## config.mk

```make
export PLATFORM = sky130hd
export DESIGN_NAME = audio_pwm_agc_flat
export DESIGN_NICKNAME = d
export VERILOG_FILES = /design/src/rtl/audio_pwm_agc_if.sv /design/src/rtl/audio_pwm_agc.sv /design/src/flat_wrapper.sv
export SDC_FILE = /design/constraint.sdc
export NUM_CORES = 1
export LEC_CHECK = 0
export BUFFER_PORTS_ARGS = -buffer_cell sky130_fd_sc_hd__buf_2
export CAP_MARGIN = 5
export CELL_PAD_IN_SITES_DETAIL_PLACEMENT = 0
export CELL_PAD_IN_SITES_GLOBAL_PLACEMENT = 1
export CORE_UTILIZATION = 47
export DETAILED_ROUTE_END_ITERATION = 8
export PLACE_DENSITY = 0.81
export SYNTH_ARGS = -nofsm -noshare
export SYNTH_HDL_FRONTEND = slang
export SYNTH_SLANG_ARGS = --single-unit
```

## constraint.sdc

```tcl
create_clock -name clk -period 6.91 [get_ports clk]
set_input_delay 0.691 -clock clk [delete_from_list [all_inputs] [get_ports clk]]
set_output_delay 0.691 -clock clk [all_outputs]
set_load 0.01 [all_outputs]
```

## src/rtl/audio_pwm_agc_if.sv

```systemverilog
// rtl/audio_pwm_agc_if.sv - demod sample stream into the audio PWM/AGC stage
interface audio_pwm_agc_if #(
  parameter int DATA_W = 16
);
  logic [DATA_W-1:0] demod_in;
  logic              demod_tick;

  modport master (output demod_in, demod_tick);
  modport slave  (input  demod_in, demod_tick);
endinterface

```

## src/rtl/audio_pwm_agc.sv

```systemverilog
// rtl/audio_pwm_agc.sv - DC removal, shift gain with AGC, 8-bit saturation and PWM audio output
// AUDIO_DC_BLOCK_EN selects the IIR DC estimator; otherwise the fixed midpoint is removed.
module audio_pwm_agc #(
  parameter int DATA_W        = 16,
  parameter int DC_SHIFT      = 10,
  parameter int DECAY_SAMPLES = 4096,
  parameter int PEAK_LOW      = 32
) (
  input  logic           clk,
  input  logic           RSTb,
  audio_pwm_agc_if.slave demod,
  input  logic [3:0]     gain_man,
  input  logic           agc_en,
  output logic           pwm_out,
  output logic [2:0]     gain_cur,
  output logic           clip,
  output logic           sample_tick
);
  localparam int Y_W   = DATA_W + 6;
  localparam int S_W   = Y_W - 8;
  localparam int WIN_W = (DECAY_SAMPLES > 1) ? $clog2(DECAY_SAMPLES) : 1;

  typedef enum logic {TRACK, ATTACK} agc_state_t;

  logic                    v1, v2;
  logic [DATA_W-1:0]       x;
  logic signed [DATA_W:0]  ac, ac_nxt;
  logic signed [Y_W-1:0]   y;
  logic [S_W-1:0]          s;
  logic                    sat;
  logic [7:0]              out8, mag, pk_new;
  logic [7:0]              duty_buf, duty_act, cnt;
  logic [WIN_W-1:0]        win, win_nxt;
  logic [7:0]              peak, peak_nxt;
  logic [2:0]              gain_nxt, gain_man_c;
  agc_state_t              state, state_nxt;
  logic                    unused_bits;

`ifdef AUDIO_DC_BLOCK_EN
  localparam int ACC_W = DATA_W + DC_SHIFT;
  logic [ACC_W-1:0]  dc_acc;
  logic [DATA_W-1:0] dc;

  assign dc     = dc_acc[ACC_W-1:DC_SHIFT];
  assign ac_nxt = $signed({1'b0, x} - {1'b0, dc});

  // Settles at x<<DC_SHIFT, so it never exceeds ACC_W bits.
  always_ff @(posedge clk) begin
    if (!RSTb)   dc_acc <= '0;
    else if (v1) dc_acc <= dc_acc + ACC_W'(x) - ACC_W'(dc);
  end
`else
  localparam logic [DATA_W:0] MID = {2'b01, {(DATA_W-1){1'b0}}};
  assign ac_nxt = $signed({1'b0, x} - MID);
`endif

  assign y    = $signed({{5{ac[DATA_W]}}, ac}) <<< gain_cur;
  assign s    = y[Y_W-1:8];
  // In range only when every bit above bit 6 matches the sign.
  assign sat  = !((&s[S_W-1:7]) || !(|s[S_W-1:7]));
  assign out8 = sat ? (s[S_W-1] ? 8'h80 : 8'h7f) : s[7:0];
  assign mag  = out8[7] ? (~out8 + 8'd1) : out8;
  assign unused_bits = gain_man[3] ^ (^y[7:0]);

  always_ff @(posedge clk) begin
    if (!RSTb) begin
      v1          <= 1'b0;
      v2          <= 1'b0;
      x           <= '0;
      ac          <= '0;
      duty_buf    <= 8'd128;
      clip        <= 1'b0;
      sample_tick <= 1'b0;
    end else begin
      v1          <= demod.demod_tick;
      v2          <= v1;
      sample_tick <= v2;
      if (demod.demod_tick) x <= demod.demod_in;
      if (v1) ac <= ac_nxt;
      if (v2) begin
        duty_buf <= {~out8[7], out8[6:0]};
        clip     <= sat;
      end
    end
  end

  always_ff @(posedge clk) begin
    if (!RSTb) begin
      cnt      <= 8'd0;
      duty_act <= 8'd128;
      pwm_out  <= 1'b0;
    end else begin
      cnt     <= cnt + 8'd1;
      pwm_out <= (cnt < duty_act);
      if (cnt == 8'd255) duty_act <= duty_buf;
    end
  end

  assign gain_man_c = (gain_man[2:0] > 3'd5) ? 3'd5 : gain_man[2:0];

  always_comb begin
    state_nxt = state;
    gain_nxt  = gain_cur;
    win_nxt   = win;
    peak_nxt  = peak;
    pk_new    = (mag > peak) ? mag : peak;
    if (!agc_en) begin
      state_nxt = TRACK;
      gain_nxt  = gain_man_c;
      win_nxt   = '0;
      peak_nxt  = 8'd0;
    end else begin
      case (state)
        TRACK: begin
          if (v2) begin
            if (sat) begin
              state_nxt = ATTACK;
            end else if (win == WIN_W'(DECAY_SAMPLES - 1)) begin
              if (({1'b0, pk_new} < 9'(PEAK_LOW)) && (gain_cur < 3'd5))
                gain_nxt = gain_cur + 3'd1;
              win_nxt  = '0;
              peak_nxt = 8'd0;
            end else begin
              win_nxt  = win + 1'b1;
              peak_nxt = pk_new;
            end
          end
        end
        ATTACK: begin
          if (gain_cur != 3'd0) gain_nxt = gain_cur - 3'd1;
          win_nxt   = '0;
          peak_nxt  = 8'd0;
          state_nxt = (v2 && sat) ? ATTACK : TRACK;
        end
        default: state_nxt = TRACK;
      endcase
    end
  end

  always_ff @(posedge clk) begin
    if (!RSTb) begin
      state    <= TRACK;
      gain_cur <= 3'd0;
      win      <= '0;
      peak     <= 8'd0;
    end else begin
      state    <= state_nxt;
      gain_cur <= gain_nxt;
      win      <= win_nxt;
      peak     <= peak_nxt;
    end
  end
endmodule

```

## src/flat_wrapper.sv

```systemverilog
// flat-port wrapper written by rule: the top's interface ports become plain ports
module audio_pwm_agc_flat 
#(
  parameter int DATA_W        = 16,
  parameter int DC_SHIFT      = 10,
  parameter int DECAY_SAMPLES = 4096,
  parameter int PEAK_LOW      = 32
)
  (clk, RSTb, gain_man, agc_en, pwm_out, gain_cur, clip, sample_tick, demod_demod_in, demod_demod_tick);
  audio_pwm_agc_if #(.DATA_W(DATA_W)) demod_i ();
  input  logic clk;
  input  logic RSTb;
  input  logic [3:0] gain_man;
  input  logic agc_en;
  output logic pwm_out;
  output logic [2:0] gain_cur;
  output logic clip;
  output logic sample_tick;
  input wire logic [$bits(demod_i.demod_in)-1:0] demod_demod_in;
  input wire logic [$bits(demod_i.demod_tick)-1:0] demod_demod_tick;
  assign demod_i.demod_in = demod_demod_in;
  assign demod_i.demod_tick = demod_demod_tick;
  audio_pwm_agc #(.DATA_W(DATA_W), .DC_SHIFT(DC_SHIFT), .DECAY_SAMPLES(DECAY_SAMPLES), .PEAK_LOW(PEAK_LOW)) u_core (.clk(clk), .RSTb(RSTb), .demod(demod_i), .gain_man(gain_man), .agc_en(agc_en), .pwm_out(pwm_out), .gain_cur(gain_cur), .clip(clip), .sample_tick(sample_tick));
endmodule
```

==> qor.yml <==
run_status:
  outcome: "finished clean"
synth:
  muxShareOfSynthArea_pct: 16.9
  synthSimpleGateAreaFrac_pct: 20.2
  synth_top_area_cell: "dfxtp_1"
  synth_compound_gate_area_share_pct: 15.0
  ys_seq_elements: 83
  synth_cells: 509
  synth-adder-area-share_pct: 5.25
  synth-xor-area-share_pct: 2.25
  synthArstFlopShare_pct: 0
  ys_warn_count: 0
  synth_ff_type: "dfxtp_1"
  yosysSeqAreaShare_pct: 35.6
  synth_area_leaders: "dfxtp_1 (36%), mux2i_1 (9.9%), nor2b_1 (5.6%)"
  syn_area_per_cell_um2: 9.18
  synth_edf_count: 0
  synth_cell_types: 65
  synth_top_family_by_area: "simple AND/OR/NAND/NOR gates"
  synth_nets: 552
  synth_area_mm2: 0.00467
  yosys.area.top_type_share_pct: 35.6
global_route:
  grt_pass1_wl_um: 16000
  grt_pass1_vias: 3348
  overflow: 0
  antenna_found_initial: 1
  grt_util_all_layers_pct: 19.4
  grt_max_degree: 65
finish:
  layout_common_cells: "dfxtp_1 (83), mux2i_1 (46), nor2_1 (42), nor2b_1 (42), nand2_1 (41)"
  drive_gt1_share_pct: 11.5
  mostFrequentLayoutCell: "dfxtp_1"
  layout.nets: 562
  nFillCells: 878
  regArea_mm2: 0.00166
  multiInputGateArea_mm2: 0.00279
  synthToLayoutAreaGrowth_pct: 8.75
pwr:
  p_leak_nw: 1.98
  vdd_drop_max_v: 0.000108
  power_density_mw_per_mm2: 217
sta:
  final-max-slew-violation-count: 0
  tns_ns: 0
  rsz0062_at_grt: "no"
  tightest_slew_ns: 0.884
  setup_viol_count_final: 0
  hold_viol: 0
  timing.final.ws_setup_ns: 0.963
  max_freq_mhz: 168
  slew-limit-headroom_pct: 41.0
  min_period_ns: 5.95
  fin_skew_ns: 0.0118
  period_share_pct: 86.1
clock_network:
  cts_sinks: 83
  htree_levels: 3
  cts_setup_buffers: 0
  path_clk_slew_ns: 0.08
  postCtsHoldBufs: 0
  max-clock-path-buffers: 2
  clk_latency_ns: 0.36
  ctsResizeCount: 0
  root_buffer: "clkbuf_8"
  numCtsBuffers: 9
  cts_tree: "built"
route:
  drc: 0
  drt_iter0_drc: 167
  routed_wl_um: 9300
  num_vias: 3589
  antenna_left: 0
  drt_pass1_iterations: 4
  wl_per_cell_um: 14.2
  via_per_inst: 5.46
setup_path:
  required_ns: 7.18
  cp-end-kind: "register"
  path_max_fanout: 12
  r2r-end: "u_core.gain_cur[1]"
  rr_startpoint: "u_core.gain_cur[0]"
  crit_arrival_ns: 6.21
  rrSetupSlack_ns: 0.96
  worstSetupPathType: "reg2reg"
  critPathLaunchType: "register"
  rr_worst_depth: 21
hold_path:
  hold_path_startpoint: "u_core.cnt[0]"
  hold_path_end: "u_core.cnt[0]"
  hold_path.class: "reg2reg"
  min_path_cells: 1
place:
  port_buffers: 27
  place_ws_ns: 0.989
  gp_congestion: 0.840
  dp_hpwl_um: 6670
die:
  die_w_um: 102
  die-area_mm2: 0.0103
  start_util_pct: 48.3
  core-area_mm2: 0.00968
  placementRows: 36
  io_pins: 30
  die_y_um: 102
flow_run:
  cap_viol_max_count: 0
==> state kept, by name, summed over array words and instances, names as in the netlist <==
name / count
u_core.duty_buf: 8
u_core.v1: 1
u_core.duty_act: 8
u_core.v2: 1
u_core.state: 1
u_core.ac: 15
u_core.win: 12
u_core.clip: 1
u_core.cnt: 8
u_core.peak: 8
u_core.x: 15
u_core.sample_tick: 1
u_core.pwm_out: 1
u_core.gain_cur: 3
==> worst max-delay path by stage <==
stage	start	end	slack (ns)	cells after the start
global placement	u_core.gain_cur[0]	u_core.gain_cur[1]	1.10	21
detailed placement	u_core.gain_cur[0]	u_core.gain_cur[1]	0.99	21
floorplan	u_core.gain_cur[0]	u_core.gain_cur[1]	1.60	24
global route	u_core.gain_cur[0]	u_core.gain_cur[0]	0.45	23
CTS	u_core.gain_cur[0]	u_core.gain_cur[0]	0.94	22
finish	u_core.gain_cur[0]	u_core.gain_cur[1]	0.96	21
==> cell families (layout without fill, tap and decap cells) <==
kind of cell,after synthesis,in the layout
xor gates and xnor gates,12,12
other,0,1
and+or+nand+nor,184,184
adders and majority gates,19,19
buffers and inverters,52,66
AOI/OAI and AO/OA,97,97
muxes,62,62
DFF,83,83
==> through the flow <==
| step | instance area, um2 | cells | util (%) | hold WS [ns] | power (mW) |
|---|---|---|---|---|---|
| 4_1_cts | 5080 | 656 | 52.5 | 0.478 | 1.12 |
| 5_1_grt | 5080 | 657 | 52.5 | 0.519 | 1.16 |
| 3_5_place_dp | 4850 | 641 | 50.1 | 0.463 | 0.703 |
| 3_3_place_gp | 4850 | 641 | 50.1 | 0.446 | 0.698 |
| 2_1_floorplan | 4670 | 509 | - | 0.432 | 0.664 |
| 6_report | 5080 | 657 | 52.5 | 0.485 | 1.10 |
==> synthesized netlist by cell type, types with 6 or more instances <==
library cell / number
nor2_1: 42
nand3_1: 11
and2_1: 10
and3_1: 8
mux4_1: 6
a22oi_1: 8
nand4_1: 7
a21oi_1: 18
nor2b_1: 42
inv_1: 20
o21ai_0: 18
nand2_1: 41
clkbuf_1: 24
mux2i_1: 46
xor2_1: 7
ha_1: 18
dfxtp_1: 83
==> layer usage <==
layer	vias to the layer above	GRT usage, %	wire length, um	part of all wire [%]
li1	1837	-	-	-
met1	1682	26.0	4650	50
met2	58	31.2	4220	45
met3	12	3.52	254	2.7
met4	0	7.36	175	1.9
met5	-	0	0	0
==> critical path, stage by stage, from the launching register on <==
cell and delay, ns:
dfxtp_1 0.58, mux4_1 0.68, nor4_1 0.29, o311a_1 0.48
or2_2 0.33, a21oi_1 0.16, inv_1 0.10, ha_1 0.27
and4_1 0.25, nor2_1 0.06, mux2_2 0.28, nand2b_1 0.07
o21ai_0 0.09, ha_1 0.28, nand2_1 0.08, nor2_1 0.06
and3_1 0.18, or2_2 0.35, a2111oi_0 0.40, nand4_1 0.30
o2111a_1 0.32, a311oi_1 0.23
==> report_power, final <==
group          internal (mW)  leakage, nW  switching [mW]
sequential             0.493        0.676          0.0193
clock                  0.238        0.112           0.172
combinational         0.0805         1.20          0.0997
total                  0.811         1.98           0.291
==> layout make-up <==
type | count | share of cell area, %
repair buffers | 30 | 3.10
flip-flops and latches | 83 | 32.7
multi-input cells | 374 | 54.8
clock inverters | 5 | 2.02
clock buffers | 10 | 2.51
diodes | 1 | 0.0492
inverters | 21 | 1.55
well taps | 133 | 3.27
Note: power is estimated with default switching activity, not from simulation.
